--- src/rtl/dmem_bus_bridge_pkg.sv ---
// Shared definitions for the MEM-stage to AXI4-Lite data bus bridge.
package dmem_bus_bridge_pkg;

  localparam int ADDR_WIDTH_DEF = 32;
  localparam int DATA_WIDTH_DEF = 32;

  // Bridge FSM states, 3-bit encoded.
  typedef enum logic [2:0] {
    ST_IDLE    = 3'd0,
    ST_WR      = 3'd1,
    ST_WR_RESP = 3'd2,
    ST_RD_ADDR = 3'd3,
    ST_RD_DATA = 3'd4,
    ST_DONE    = 3'd5
  } state_t;

  // AXI response codes.
  localparam logic [1:0] RESP_OKAY   = 2'b00;
  localparam logic [1:0] RESP_SLVERR = 2'b10;
  localparam logic [1:0] RESP_DECERR = 2'b11;

  // Anything other than OKAY is reported to the pipeline as a bus error.
  function automatic logic resp_is_err(input logic [1:0] resp);
    logic err;
    case (resp)
      RESP_OKAY:                err = 1'b0;
      RESP_SLVERR, RESP_DECERR: err = 1'b1;
      default:                  err = 1'b1;
    endcase
    return err;
  endfunction

endpackage

--- src/rtl/dmem_bus_bridge.sv ---
// Replaces the single-cycle data memory: turns MEM-stage loads and stores
// into AXI4-Lite transactions and freezes the pipeline until they finish.
module dmem_bus_bridge
  import dmem_bus_bridge_pkg::*;
#(
  parameter int ADDR_WIDTH = ADDR_WIDTH_DEF,
  parameter int DATA_WIDTH = DATA_WIDTH_DEF
) (
  input  logic                    clk,
  input  logic                    rst,
  // MEM-stage side
  input  logic                    mem_r,
  input  logic                    mem_w,
  input  logic [ADDR_WIDTH-1:0]   mem_addr,
  input  logic [DATA_WIDTH-1:0]   mem_w_data,
  input  logic [DATA_WIDTH/8-1:0] mem_w_strb,
  output logic [DATA_WIDTH-1:0]   mem_r_data,
  output logic                    stall,
  output logic                    bus_err,
  // AXI4-Lite write address
  output logic [ADDR_WIDTH-1:0]   awaddr,
  output logic                    awvalid,
  input  logic                    awready,
  // AXI4-Lite write data
  output logic [DATA_WIDTH-1:0]   wdata,
  output logic [DATA_WIDTH/8-1:0] wstrb,
  output logic                    wvalid,
  input  logic                    wready,
  // AXI4-Lite write response
  input  logic [1:0]              bresp,
  input  logic                    bvalid,
  output logic                    bready,
  // AXI4-Lite read address
  output logic [ADDR_WIDTH-1:0]   araddr,
  output logic                    arvalid,
  input  logic                    arready,
  // AXI4-Lite read data
  input  logic [DATA_WIDTH-1:0]   rdata,
  input  logic [1:0]              rresp,
  input  logic                    rvalid,
  output logic                    rready
);

  state_t                    state, state_d;
  logic [ADDR_WIDTH-1:0]     addr_q, addr_d;
  logic [DATA_WIDTH-1:0]     wdata_q, wdata_d;
  logic [DATA_WIDTH/8-1:0]   wstrb_q, wstrb_d;
  logic [DATA_WIDTH-1:0]     rdata_q, rdata_d;
  logic                      awvalid_d, wvalid_d, bready_d, arvalid_d, rready_d;
  logic                      aw_done, aw_done_d, w_done, w_done_d;
  logic                      bus_err_d;
  logic                      aw_hs, w_hs;
  logic [ADDR_WIDTH-1:0]     req_addr_aligned;
  logic                      unused_addr_lsbs;

  // Byte lanes are selected by wstrb on writes and downstream on reads,
  // so the bus only ever sees word-aligned addresses.
  assign req_addr_aligned = {mem_addr[ADDR_WIDTH-1:2], 2'b00};
  assign unused_addr_lsbs = ^mem_addr[1:0];

  assign aw_hs = awvalid & awready;
  assign w_hs  = wvalid & wready;

  assign awaddr     = addr_q;
  assign araddr     = addr_q;
  assign wdata      = wdata_q;
  assign wstrb      = wstrb_q;
  assign mem_r_data = rdata_q;

  // Freeze the pipeline from the cycle a request appears until DONE;
  // DONE itself lets the pipeline advance so MEM/WB can take the result.
  always_comb begin
    stall = 1'b0;
    if (!rst) begin
      case (state)
        ST_IDLE:                                      stall = mem_r | mem_w;
        ST_WR, ST_WR_RESP, ST_RD_ADDR, ST_RD_DATA:    stall = 1'b1;
        default:                                      stall = 1'b0;
      endcase
    end
  end

  // Next-state and next-register values for the whole transaction FSM.
  always_comb begin
    state_d   = state;
    addr_d    = addr_q;
    wdata_d   = wdata_q;
    wstrb_d   = wstrb_q;
    rdata_d   = rdata_q;
    awvalid_d = awvalid;
    wvalid_d  = wvalid;
    bready_d  = bready;
    arvalid_d = arvalid;
    rready_d  = rready;
    aw_done_d = aw_done;
    w_done_d  = w_done;
    bus_err_d = 1'b0;
    case (state)
      ST_IDLE: begin
        // A store takes priority so a malformed load+store request
        // still produces exactly one transaction.
        if (mem_w) begin
          addr_d    = req_addr_aligned;
          wdata_d   = mem_w_data;
          wstrb_d   = mem_w_strb;
          awvalid_d = 1'b1;
          wvalid_d  = 1'b1;
          aw_done_d = 1'b0;
          w_done_d  = 1'b0;
          state_d   = ST_WR;
        end else if (mem_r) begin
          addr_d    = req_addr_aligned;
          arvalid_d = 1'b1;
          state_d   = ST_RD_ADDR;
        end
      end
      ST_WR: begin
        if (aw_hs) begin
          awvalid_d = 1'b0;
          aw_done_d = 1'b1;
        end
        if (w_hs) begin
          wvalid_d = 1'b0;
          w_done_d = 1'b1;
        end
        if ((aw_done | aw_hs) && (w_done | w_hs)) begin
          bready_d = 1'b1;
          state_d  = ST_WR_RESP;
        end
      end
      ST_WR_RESP: begin
        if (bvalid && bready) begin
          bready_d  = 1'b0;
          bus_err_d = resp_is_err(bresp);
          state_d   = ST_DONE;
        end
      end
      ST_RD_ADDR: begin
        if (arvalid && arready) begin
          arvalid_d = 1'b0;
          rready_d  = 1'b1;
          state_d   = ST_RD_DATA;
        end
      end
      ST_RD_DATA: begin
        if (rvalid && rready) begin
          rready_d  = 1'b0;
          rdata_d   = rdata;
          bus_err_d = resp_is_err(rresp);
          state_d   = ST_DONE;
        end
      end
      ST_DONE: state_d = ST_IDLE;
      default: state_d = ST_IDLE;
    endcase
  end

  // State register; reset aborts any transaction straight back to IDLE.
  always_ff @(posedge clk or posedge rst) begin
    if (rst) state <= ST_IDLE;
    else     state <= state_d;
  end

  // Handshake flags, request capture and read-data registers.
  always_ff @(posedge clk or posedge rst) begin
    if (rst) begin
      addr_q  <= '0;
      wdata_q <= '0;
      wstrb_q <= '0;
      rdata_q <= '0;
      awvalid <= 1'b0;
      wvalid  <= 1'b0;
      bready  <= 1'b0;
      arvalid <= 1'b0;
      rready  <= 1'b0;
      aw_done <= 1'b0;
      w_done  <= 1'b0;
      bus_err <= 1'b0;
    end else begin
      addr_q  <= addr_d;
      wdata_q <= wdata_d;
      wstrb_q <= wstrb_d;
      rdata_q <= rdata_d;
      awvalid <= awvalid_d;
      wvalid  <= wvalid_d;
      bready  <= bready_d;
      arvalid <= arvalid_d;
      rready  <= rready_d;
      aw_done <= aw_done_d;
      w_done  <= w_done_d;
      bus_err <= bus_err_d;
    end
  end

endmodule

--- config.mk ---
export PLATFORM = sky130hd
export DESIGN_NAME = dmem_bus_bridge
export DESIGN_NICKNAME = d
export VERILOG_FILES = /design/src/rtl/dmem_bus_bridge_pkg.sv /design/src/rtl/dmem_bus_bridge.sv
export SDC_FILE = /design/constraint.sdc
export NUM_CORES = 1
export LEC_CHECK = 0
export ABC_AREA = 1
export ABC_CLOCK_PERIOD_IN_PS = 3200
export BUFFER_PORTS_ARGS = -buffer_cell sky130_fd_sc_hd__buf_4
export CORE_MARGIN = 5
export CORE_UTILIZATION = 42
export CTS_BUF_LIST = sky130_fd_sc_hd__clkbuf_4 sky130_fd_sc_hd__clkbuf_8
export DETAILED_ROUTE_END_ITERATION = 8
export GPL_ROUTABILITY_DRIVEN = 0
export PLACE_DENSITY = 0.9
export SLEW_MARGIN = 10
export SYNTH_ARGS = -nofsm -noshare
export SYNTH_HDL_FRONTEND = slang
export SYNTH_SLANG_ARGS = --single-unit
--- constraint.sdc ---
create_clock -name clk -period 3.2 [get_ports clk]
set_clock_uncertainty 0.15 [all_clocks]
set_input_delay 0.16 -clock clk [delete_from_list [all_inputs] [get_ports clk]]
set_output_delay 0.16 -clock clk [all_outputs]
set_load 0.05 [all_outputs]
# Word level (Yosys, flattened, before mapping)

Cells that the tools add are included.

Bits in read-only memories: 0
Memories: 0
Memory bits (writable): 0
Output and inout port bits: 139
Flip-flop bits (word level): 111
Latch bits: 0
Logic and storage cells: 90

Add/sub/neg operators: 0
Bitwise operators: 5
Eq/ne operators: 14
Multipliers: 0
Shift operators: 0
Muxes and demuxes: 36
Order comparisons: 0
Div/mod/pow operators: 0
Reductions and logical operators: 22

Operators with widths:

| cell               | number |
|---|---|
| $mux 32            | 2 |
| $mux 1             | 18 |
| $mux 3             | 6 |
| $ne 2x2->1 const B | 9 |
| $pmux 1 s2         | 9 |
| $pmux 3 s5         | 1 |
| $reduce_and 3->1   | 4 |
| $reduce_bool 2->1  | 5 |
| $eq 3x2->1 const B | 2 |
| $reduce_and 2->1   | 3 |
| $reduce_and 5->1   | 1 |
| $logic_and 1x1->1  | 4 |
| $logic_not 2->1    | 2 |
| $reduce_and 4->1   | 1 |
| $reduce_or 4->1    | 1 |
| $eq 3x1->1 const B | 1 |
| $eq 3x3->1 const B | 1 |
| $logic_not 3->1    | 1 |
| $ne 3x3->1 const B | 1 |
| $or 1x1->1         | 3 |
| $and 1x1->1        | 2 |

# Logic depth before layout (Yosys ltp)

Gate-level depths: netlist (run 1).

Word-level depth: 5
Gate-level depth with buffers: 8
Gate-level depth less buffers: 8

# Least setup slack after synthesis (run 1)

OpenSTA, ideal clock, no wires.

Path kind: input to output
Start point: input rst
End point: output stall
Data arrival time: 3.512 ns
Path buffers: 0
Setup slack: -0.622 ns
Data required time: 2.890 ns
Cell stages on the path: 3
Cells stage by stage: inv_1 o21ai_0 nor2_1

Longest elaborated chain between the ends: 1

Ends and longest elaborated chain:

| element     | line                  | RTL |
|---|---|---|
| from (decl) | dmem_bus_bridge.sv:10 | `input logic rst,` |
| $mux 1      | dmem_bus_bridge.sv:74 | `if (!rst) begin` |
| to (decl)   | dmem_bus_bridge.sv:18 | `output logic stall,` |

Every way passes these cells.

# Worst setup path after layout (run 1)

Start point: register state[0]
End point: register bus_err

Longest elaborated chain between the ends: 2
Elaborated cells between the ends (all ways): 3

Ends and longest elaborated chain:

| element                                         | line                   | RTL |
|---|---|---|
| from (decl)                                     | dmem_bus_bridge.sv:44  | `state_t state, state_d;` |
| from (signal assigned)                          | dmem_bus_bridge.sv:161 | `else state <= state_d;` |
| $eq 3x3->1 / $eq 3x2->1 (equally long branches) | dmem_bus_bridge.sv:98  | `case (state)` |
| $pmux 1 s2 (*)                                  | dmem_bus_bridge.sv:98  |  |
| via bus_err_d                                   | dmem_bus_bridge.sv:51  | `logic bus_err_d;` |
| to (signal assigned)                            | dmem_bus_bridge.sv:191 | `bus_err <= bus_err_d;` |
| to (decl)                                       | dmem_bus_bridge.sv:19  | `output logic bus_err,` |

Mark *: on every way through the listed nets, which the timed path passes. The rest lies on a longest branch.
A chain may end at the register's enable or synchronous reset.

==> results.json, run 1 <==
{
  "ir_worst_vdd_mv": 1.069,
  "preCtsSetupSlack_ns": 1.017,
  "die_w_microns": 114.9,
  "clockBufferDepth": 2,
  "overflow": 0,
  "worstSetupStartpointType": "flip-flop",
  "p_leak_nw": 4.187,
  "layout.nets": 966,
  "place_hpwl_microns": 9701,
  "worst_pin_slew_ns": 1.004,
  "htreeDepth": 3,
  "async_reset_ff_share_pct": 100.0,
  "drtPass1Iterations": 5,
  "synth.area.top_cells": "dfrtp_1, nand2_1, buf_4",
  "fin_tns_setup_ns": 0,
  "finalMaxSlewViolations": 0,
  "rows": 38,
  "multi_input_area_sq_um": 1476,
  "postLayoutCellArea_sq_um": 7567,
  "cts_tree": "yes",
  "status": "completed",
  "avgSynthCellArea_sq_um": 8.528,
  "vias_per_cell": 4.778,
  "seqCellArea_sq_um": 2728,
  "netlist.area_leader.share_pct": 59.01,
  "initial_utilization_pct": 42.82,
  "power_density_nw_per_um2": 1227,
  "fmax_mhz": 342.3,
  "die_h_microns": 114.9,
  "max_cap_viol_count": 0,
  "finalSetupViolCount": 0,
  "grt_max_degree": 110,
  "cts_buffers": 9,
  "synth_warnings": 0,
  "cp.arrival_ns": 3.08,
  "cp.required_ns": 3.36,
  "cts.sinks": 109,
  "grt_pass1_wl_microns": 25130,
  "drtIter0Drc": 308,
  "synth_flop_cell": "dfrtp_1",
  "hold_viol_final": 0,
  "post-route-period-util_pct": 91.30,
  "clock_latency_ns": 0.36,
  "maxSlewHeadroom_pct": 32.89,
  "yosys.area.top_type": "dfrtp_1",
  "hold_path_class": "input pin to flip-flop",
  "drive_gt1_share_pct": 32.40,
  "grt.total_usage_pct": 24.06,
  "wire_per_inst_microns": 16.08,
  "grt_pass1_vias": 4993,
  "final.fill_count": 761,
  "rsz0062_at_grt": "no",
  "place_area_sq_um": 6325,
  "end_kind": "flip-flop",
  "post_synth_num_cell_types": 22,
  "final_antenna_net_count": 0,
  "synth_edf_count": 0,
  "seq_area_frac_synth_pct": 59.01,
  "dr_total_vias": 4778,
  "port-buffer-count": 245,
  "drc": 0,
  "core_sq_um": 10790,
  "root_buffer": "clkbuf_8",
  "timing.final.ws_setup_ns": 0.2784,
  "dieArea_sq_um": 13200,
  "ys_seq_elements": 109,
  "fin_util_pct": 70.11,
  "io_pins": 252,
  "critical_path.max_fanout": 34,
  "area_growth_pct": 63.73,
  "netlist_area_sq_um": 4622,
  "syn_inst": 542,
  "cts.clk_slew.worst_paths_ns": 0.11,
  "path_class": "flip-flop to flip-flop",
  "fin_crit_ns": 2.922,
  "routed_wl_microns": 16080,
  "power_mw": 9.283,
  "antenna_found_initial": 0
}
## cell families (layout without fill, tap and decap cells)
group           count (synthesis)  count (layout)  share of synthesized area (%)
other cells                     1               6                        0.08113
flops                         109             109                          59.01
buf+inv                        71             384                          9.285
compound gates                 14              14                          1.759
simple gates                  347             347                          29.86
## routing by layer
metal | up-vias | part of all wire, % | global-route usage (%)
met1 | 2240 | 36 | 26.91
met4 | 0 | 3.4 | 10.72
li1 | 2239 | - | -
met3 | 48 | 9.7 | 7.316
met5 | - | 0 | 0
met2 | 251 | 51 | 42.17
## worst paths after layout
| check | from | endpoint | slack (ns) | depth (start not counted) |
|---|---|---|---|---|
| worst min-delay path | wready | wvalid$_DFFE_PP0P_ | 0.02 | 4 |
| worst max register to register | state[0]$_DFFE_PP0P_ | bus_err$_DFF_PP0_ | 0.28 | 8 |
| worst max-delay path | state[0]$_DFFE_PP0P_ | bus_err$_DFF_PP0_ | 0.28 | 8 |
| min in group asynchronous | rst | mem_r_data[19]$_DFFE_PP0P_ | 0.40 | 4 |
| worst min register to register | wdata[21]$_DFFE_PP0P_ | wdata[21]$_DFFE_PP0P_ | 0.34 | 2 |
| max in group asynchronous | rst | awvalid$_DFFE_PP0P_ | 2.00 | 4 |
## what timing repair did
| item | in CTS | in global routing |
|---|---|---|
| resized for setup | 0 | 3 |
| hold buffers | 104 | 0 |
| endpoints found under the hold margin | 210 | 0 |
| setup buffers | 0 | 0 |
| endpoints found under the setup margin | 0 | 1 |
## through the flow
step,instances,hold slack (ns)
floorplan,545,0.1196
global placement,878,0.2033
detailed placement,878,0.2078
CTS,998,0.008179
global route,998,0.02035
finish,1000,0.02329
## power breakdown
| group | internal, mW | switching, mW |
|---|---|---|
| registers | 2.04 | 0.501 |
| logic | 1.65 | 4.27 |
| clock network | 0.336 | 0.490 |
| total | 4.02 | 5.26 |
## worst max-delay path, cell delays in order (launching register included)
cell	delay, ns
dfrtp_1	0.49
nor2_1	0.24
nand4_2	0.09
buf_4	0.27
inv_6	0.26
o21ai_0	0.15
dlygate4sd3_1	0.57
o21ai_0	0.07
dlygate4sd3_1	0.56
## flip-flops by register name (all words and copies together) (netlist names)
| name | flops |
|---|---|
| wdata | 32 |
| araddr | 30 |
| bus_err | 1 |
| wstrb | 4 |
| aw_done | 1 |
| wvalid | 1 |
| mem_r_data | 32 |
| w_done | 1 |
| awvalid | 1 |
| arvalid | 1 |
| bready | 1 |
| state | 3 |
| rready | 1 |
## synthesized netlist by cell type, types with 2 or more instances
cell and n:
nor2_2 2, nand2_1 294, nand2_2 2, inv_1 10, nor2_1 9, nand3_1 36
clkbuf_1 4, buf_1 3, buf_4 40, dfrtp_1 109, o21ai_0 7, o21a_1 2
a21oi_1 3, buf_2 10, inv_2 4
## layout make-up
| cell class | count | share of cell area (%) |
|---|---|---|
| inverter | 14 | 0.8102 |
| timing repair buffer | 354 | 38.72 |
| clock buffer | 11 | 2.001 |
| multi-input combinational | 365 | 19.51 |
| tap | 140 | 2.315 |
| sequential | 109 | 36.05 |
| clock inverter | 5 | 0.5291 |
| antenna | 2 | 0.06614 |
## placed cells by master, fill, tap and decap left out, drive strengths merged
cell / netlist / routed
nor2: 12 / 12
inv: 14 / 16
dlygate4sd3: 0 / 104
buf: 53 / 250
or2: 1 / 1
clkinvlp: 0 / 1
dfrtp: 109 / 109
diode: 0 / 2
nand3b: 1 / 1
clkinv: 0 / 2
clkbuf: 4 / 11
a21boi: 1 / 1
o21a: 2 / 2
nand2: 296 / 296
o21ai: 7 / 7
nand3: 36 / 36
nand4: 1 / 1
a21oi: 4 / 4
conb: 1 / 4
No activity file was read; power rests on OpenSTA's default activity.
==> run 2, diff against run 1 <==
--- a/config.mk
+++ b/config.mk
@@ -11,9 +11,11 @@
 export CORE_MARGIN = 5
 export CORE_UTILIZATION = 42
 export CTS_BUF_LIST = sky130_fd_sc_hd__clkbuf_4 sky130_fd_sc_hd__clkbuf_8
+export CTS_CLUSTER_DIAMETER = 60
 export DETAILED_ROUTE_END_ITERATION = 8
 export GPL_ROUTABILITY_DRIVEN = 0
 export PLACE_DENSITY = 0.9
+export SETUP_SLACK_MARGIN = 0.5
 export SLEW_MARGIN = 10
 export SYNTH_ARGS = -nofsm -noshare
 export SYNTH_HDL_FRONTEND = slang
==> results.json, run 2 (same netlist as run 1, synthesis figures left out) <==
{
  "critPathBufInv": 3,
  "max_stage_delay_ns": 0.58,
  "r2r_setup_slack_ns": 0.68,
  "hp-start": "wready",
  "critical-path-slowest-cell": "dlygate4sd3_1",
  "layout.nets": 967,
  "hold_viol_final": 0,
  "finalSetupViolCount": 0,
  "final_cell_mix": "nand2_1, buf_4, dfrtp_1",
  "io_pins": 252,
  "combinationalPowerShare_pct": 63.7,
  "grt_pass1_vias": 5027,
  "port-buffer-count": 245,
  "finalMaxSlewViolations": 0,
  "drtPass1Iterations": 5,
  "worst_pin_slew_ns": 1.008,
  "post-route-period-util_pct": 78.84,
  "p_switching_mw": 5.269,
  "min_path_cells": 4,
  "post-cts-setup-buffers": 0,
  "crit_path_frequent_cell": "o21ai_0",
  "critical_path.max_fanout": 34,
  "grt_max_degree": 110,
  "cp.arrival_ns": 2.64,
  "grt_pass1_wl_microns": 25270,
  "timing.rr.start": "state[0]$_DFFE_PP0P_",
  "switching_share_pct": 56.69,
  "worstHoldEndpoint": "wvalid$_DFFE_PP0P_",
  "fin_util_pct": 70.18,
  "path_class": "flip-flop to flip-flop",
  "fin_tns_setup_ns": 0,
  "cts_tree": "yes",
  "cp.required_ns": 3.32,
  "rows": 38,
  "layout_commonest_cell": "nand2_1",
  "cts.sinks": 109,
  "p_leak_nw": 4.188,
  "clockBufferDepth": 2,
  "cp_cell_sequence": "nor2_1 > nand4_2 > buf_4 > inv_4 > o21ai_0 > dlygate4sd3_1 > o21ai_0",
  "die_w_microns": 114.9,
  "antenna_found_initial": 1,
  "ff2ff_path_depth": 7,
  "final.fill_count": 777,
  "dr_total_vias": 4811,
  "max_cap_viol_count": 0,
  "drtIter0Drc": 344,
  "drc": 0,
  "cts_buffers": 9,
  "fin_crit_ns": 2.523,
  "drive_gt1_share_pct": 32.36,
  "dieArea_sq_um": 13200,
  "p_int_mw": 4.025,
  "ir_worst_vdd_mv": 1.069,
  "reg2reg_to": "bus_err$_DFF_PP0_",
  "cts.clk_slew.worst_paths_ns": 0.11,
  "wire_per_inst_microns": 16.21,
  "vias_per_cell": 4.806,
  "maxSlewHeadroom_pct": 32.64,
  "overflow": 0,
  "place_hpwl_microns": 9701,
  "die_h_microns": 114.9,
  "area_growth_pct": 63.89,
  "final_antenna_net_count": 0,
  "htreeDepth": 3,
  "root_buffer": "clkbuf_8",
  "multi_input_area_sq_um": 1476,
  "seqCellArea_sq_um": 2728,
  "cp_top_family": "buffers and inverters",
  "hold_path_class": "input pin to flip-flop",
  "routed_wl_microns": 16230,
  "cp.depth": 7,
  "core_sq_um": 10790,
  "worstSetupStartpointType": "flip-flop",
  "fmax_mhz": 396.4,
  "end_kind": "flip-flop",
  "pwr-share-clk_pct": 8.9,
  "status": "completed",
  "clock_latency_ns": 0.37,
  "initial_utilization_pct": 42.82,
  "power_density_nw_per_um2": 1227,
  "rsz0062_at_grt": "no",
  "grt.total_usage_pct": 24.23,
  "seqPwrFrac_pct": 27.4
}
-- run 2: changes by cell type in the layout (fill, tap and decap cells not counted), sizes merged --
cell	before	now
dlygate4sd3	104	105
-- run 2: metal layers --
metal | vias to the layer above | global-route usage [%] | wire, microns | share of wire, %
li1 | 2244 | - | - | -
met1 | 2242 | 26.84 | 5850 | 36
met2 | 265 | 42.25 | 8045 | 50
met3 | 60 | 7.421 | 1615 | 10
met4 | 0 | 11.82 | 720 | 4.4
met5 | - | 0 | 0 | 0
-- run 2: final cells by class --
class | instances | area share (%)
Timing Repair Buffer | 355 | 38.82
Sequential cell | 109 | 36.01
Multi-Input combinational cell | 365 | 19.49
Tap cell | 140 | 2.313
Clock buffer | 11 | 1.999
Inverter | 14 | 0.7763
Clock inverter | 5 | 0.5286
Antenna cell | 2 | 0.06607
-- run 2: stage by stage --
step | worst slack [ns] | std cells | cell area (sq um) | hold slack, ns | power, mW
floorplan | 0.6451 | 545 | 4637 | 0.1196 | 6.704
CTS | 0.5696 | 999 | 7567 | 0.008179 | 9.219
global route | 0.5266 | 1000 | 7572 | 0.02036 | 9.747
finish | 0.6772 | 1001 | 7575 | 0.02471 | 9.294
detailed placement | 1.017 | 878 | 6325 | 0.2078 | 8.286
global placement | 1.085 | 878 | 6325 | 0.2033 | 8.166
-- run 2: how the worst max path moves through the flow --
stage,slack (ns),to,from
after CTS,0.57,bus_err$_DFF_PP0_,state[0]$_DFFE_PP0P_
after floorplan,0.65,stall,rst
final,0.68,bus_err$_DFF_PP0_,state[0]$_DFFE_PP0P_
after detailed placement,1.02,araddr[3]$_DFFE_PP0P_,state[2]$_DFFE_PP0P_
after global placement,1.08,araddr[8]$_DFFE_PP0P_,state[2]$_DFFE_PP0P_
after global routing,0.53,bus_err$_DFF_PP0_,state[0]$_DFFE_PP0P_
-- run 2: timing repair --
item | CTS | global route
gates resized for setup | 0 | 2
hold buffers | 105 | 0
endpoints found under the setup margin | 0 | 1
endpoints found under the hold margin | 210 | 0
-- run 2: power by group through the flow --
stage | clock network [mW] | registers [mW] | logic [mW]
2_1_floorplan | 0 | 4.65 | 2.05
3_3_place_gp | 0 | 2.50 | 5.67
3_5_place_dp | 0 | 2.51 | 5.77
4_1_cts | 0.837 | 2.51 | 5.88
5_1_grt | 0.909 | 2.63 | 6.21
6_report | 0.827 | 2.54 | 5.92
-- run 2: worst min-delay path: cells and delay by family --
| family | cells | cell delay, ns |
|---|---|---|
| and+or+nand+nor | 2 | 0.14 |
| buffers and inverters | 1 | 0.11 |
| AOI/OAI and AO/OA | 1 | 0.10 |
==> run 3, diff against run 2 <==
--- a/config.mk
+++ b/config.mk
@@ -6,15 +6,15 @@
 export NUM_CORES = 1
 export LEC_CHECK = 0
 export ABC_AREA = 1
-export ABC_CLOCK_PERIOD_IN_PS = 3200
+export ABC_CLOCK_PERIOD_IN_PS = 2600
 export BUFFER_PORTS_ARGS = -buffer_cell sky130_fd_sc_hd__buf_4
 export CORE_MARGIN = 5
-export CORE_UTILIZATION = 42
+export CORE_UTILIZATION = 46
 export CTS_BUF_LIST = sky130_fd_sc_hd__clkbuf_4 sky130_fd_sc_hd__clkbuf_8
 export CTS_CLUSTER_DIAMETER = 60
 export DETAILED_ROUTE_END_ITERATION = 8
 export GPL_ROUTABILITY_DRIVEN = 0
-export PLACE_DENSITY = 0.9
+export PLACE_DENSITY = 0.93
 export SETUP_SLACK_MARGIN = 0.5
 export SLEW_MARGIN = 10
 export SYNTH_ARGS = -nofsm -noshare
==> constraint.sdc (replaced) <==
create_clock -name clk -period 2.6 [get_ports clk]
set_clock_uncertainty 0.15 [all_clocks]
set_input_delay 0.13 -clock clk [delete_from_list [all_inputs] [get_ports clk]]
set_output_delay 0.13 -clock clk [all_outputs]
set_load 0.05 [all_outputs]
==> results.json, run 3 (same netlist as run 1, synthesis figures left out) <==
{
  "status": "completed",
  "rows": 36,
  "htreeDepth": 3,
  "dp.cells": 872,
  "root_buffer": "clkbuf_8",
  "grt.total_usage_pct": 26.44,
  "worstHoldEndpoint": "arvalid$_DFFE_PP0P_",
  "layout.nets": 971,
  "fmax_mhz": 529.8,
  "final.fill_count": 553,
  "p_leak_nw": 4.204,
  "place_area_sq_um": 6326,
  "initial_utilization_pct": 47.29,
  "cts.clk_slew.worst_paths_ns": 0.11,
  "cp.arrival_ns": 2.02,
  "port-buffer-count": 245,
  "fin_crit_ns": 1.887,
  "worst_pin_slew_ns": 0.6162,
  "critical_path.max_fanout": 34,
  "postLayoutCellArea_sq_um": 7591,
  "power_density_nw_per_um2": 1501,
  "final_cell_mix": "nand2_1, buf_4, dfrtp_1",
  "hold_viol_final": 0,
  "overflow": 0,
  "end_kind": "flip-flop",
  "routed_wl_microns": 16220,
  "crit_path_frequent_cell": "o21ai_0",
  "drive_gt1_share_pct": 32.44,
  "vias_per_cell": 4.885,
  "hold_ws_ns": 0.04308,
  "dr_total_vias": 4870,
  "worstSetupStartpointType": "flip-flop",
  "io_pins": 252,
  "clock_latency_ns": 0.36,
  "critical-path-slowest-cell": "dfrtp_1",
  "max_cap_viol_count": 0,
  "grt_pass1_vias": 5006,
  "reg2reg_to": "bus_err$_DFF_PP0_",
  "min_path_cells": 5,
  "fin_tns_setup_ns": 0,
  "cts_tree": "yes",
  "post-route-period-util_pct": 72.59,
  "antenna_found_initial": 0,
  "ff2ff_path_depth": 5,
  "cts.sinks": 109,
  "cp_cell_sequence": "nor2_1 > nand4_2 > inv_2 > o21ai_0 > o21ai_0",
  "hp-start": "arready",
  "rsz0062_at_grt": "no",
  "die_w_microns": 110.2,
  "max_stage_delay_ns": 0.48,
  "clockBufferDepth": 2,
  "area_growth_pct": 64.24,
  "cts_buffers": 9,
  "core_sq_um": 9774,
  "final_antenna_net_count": 0,
  "drtIter0Drc": 296,
  "r2r_setup_slack_ns": 0.71,
  "drc": 0,
  "die_h_microns": 110.2,
  "grt_pass1_wl_microns": 24760,
  "critPathBufInv": 1,
  "path_class": "flip-flop to flip-flop",
  "cp.required_ns": 2.73,
  "grt_max_degree": 110,
  "finalMaxSlewViolations": 0,
  "finalSetupViolCount": 0,
  "layout_commonest_cell": "nand2_1",
  "cp_top_family": "flip-flops",
  "dieArea_sq_um": 12150,
  "drtPass1Iterations": 4,
  "ir_worst_vdd_mv": 0.8506,
  "hold_path_class": "input pin to flip-flop",
  "maxSlewHeadroom_pct": 58.86,
  "place_hpwl_microns": 8957,
  "stdcell_count": 997,
  "wire_per_inst_microns": 16.27,
  "timing.rr.start": "state[0]$_DFFE_PP0P_"
}
-- run 3: cell types whose count changed in the layout (fill, tap and decap cells not counted), sizes merged --
| cell | before | now |
|---|---|---|
| buf | 250 | 251 |
| clkinv | 2 | 5 |
| diode | 2 | 1 |
| dlygate4sd3 | 105 | 108 |
| inv | 16 | 13 |
-- run 3: what timing repair did --
action | in CTS | in global routing
gates resized for setup | 0 | 0
hold endpoints to repair | 214 | 0
setup endpoints to repair | 0 | 0
buffers inserted | 0 | 0
hold buffers | 108 | 0
-- run 3: per-layer routing --
layer | share of wire [%] | wire length [microns] | up-vias | GRT usage, %
met1 | 35 | 5732 | 2294 | 28.78
met4 | 5.2 | 840 | 0 | 15.48
met3 | 8.3 | 1348 | 66 | 6.465
li1 | - | - | 2258 | -
met5 | 0 | 0 | - | 0
met2 | 51 | 8298 | 252 | 46.62
-- run 3: worst max-delay path by stage --
| stage | end | cells past startpoint | start |
|---|---|---|---|
| floorplan | stall | 3 | rst |
| global placement | bus_err$_DFF_PP0_ | 5 | state[0]$_DFFE_PP0P_ |
| detailed placement | bus_err$_DFF_PP0_ | 5 | state[0]$_DFFE_PP0P_ |
| CTS | bus_err$_DFF_PP0_ | 5 | state[0]$_DFFE_PP0P_ |
| global route | bus_err$_DFF_PP0_ | 5 | state[0]$_DFFE_PP0P_ |
| finish | bus_err$_DFF_PP0_ | 5 | state[0]$_DFFE_PP0P_ |
-- run 3: where the power goes --
group | total [mW] | leakage [nW] | internal (mW) | switching (mW)
logic | 7.31 | 2.75 | 2.04 | 5.27
clock network | 0.968 | 0.0967 | 0.389 | 0.579
registers | 3.12 | 1.35 | 2.51 | 0.604
total | 11.4 | 4.20 | 4.94 | 6.46
-- run 3: layout make-up --
cell class | instances | area (sq um) | area share [%]
Multi-Input combinational cell | 365 | 1479 | 19.48
Timing Repair Buffer | 359 | 2978 | 39.23
Antenna cell | 1 | 2.502 | 0.03297
Inverter | 14 | 56.30 | 0.7417
Clock inverter | 5 | 36.28 | 0.4780
Sequential cell | 109 | 2728 | 35.93
Clock buffer | 11 | 145.1 | 1.912
Tap cell | 133 | 166.4 | 2.192
-- run 3: metrics by stage --
stage               worst slack (ns)  utilization [%]  power, mW
global placement              0.7295            64.72      10.03
detailed placement            0.6928            64.72      10.15
global route                  0.5039            77.64      11.96
floorplan                     0.1138                -      8.253
CTS                           0.6610            77.64      11.26
finish                        0.7125            77.66      11.40
-- run 3: worst register-to-register path: stages, from the launching register on --
cell	delay, ns
dfrtp_1	0.48
nor2_1	0.22
nand4_2	0.12
inv_2	0.43
o21ai_0	0.28
o21ai_0	0.13
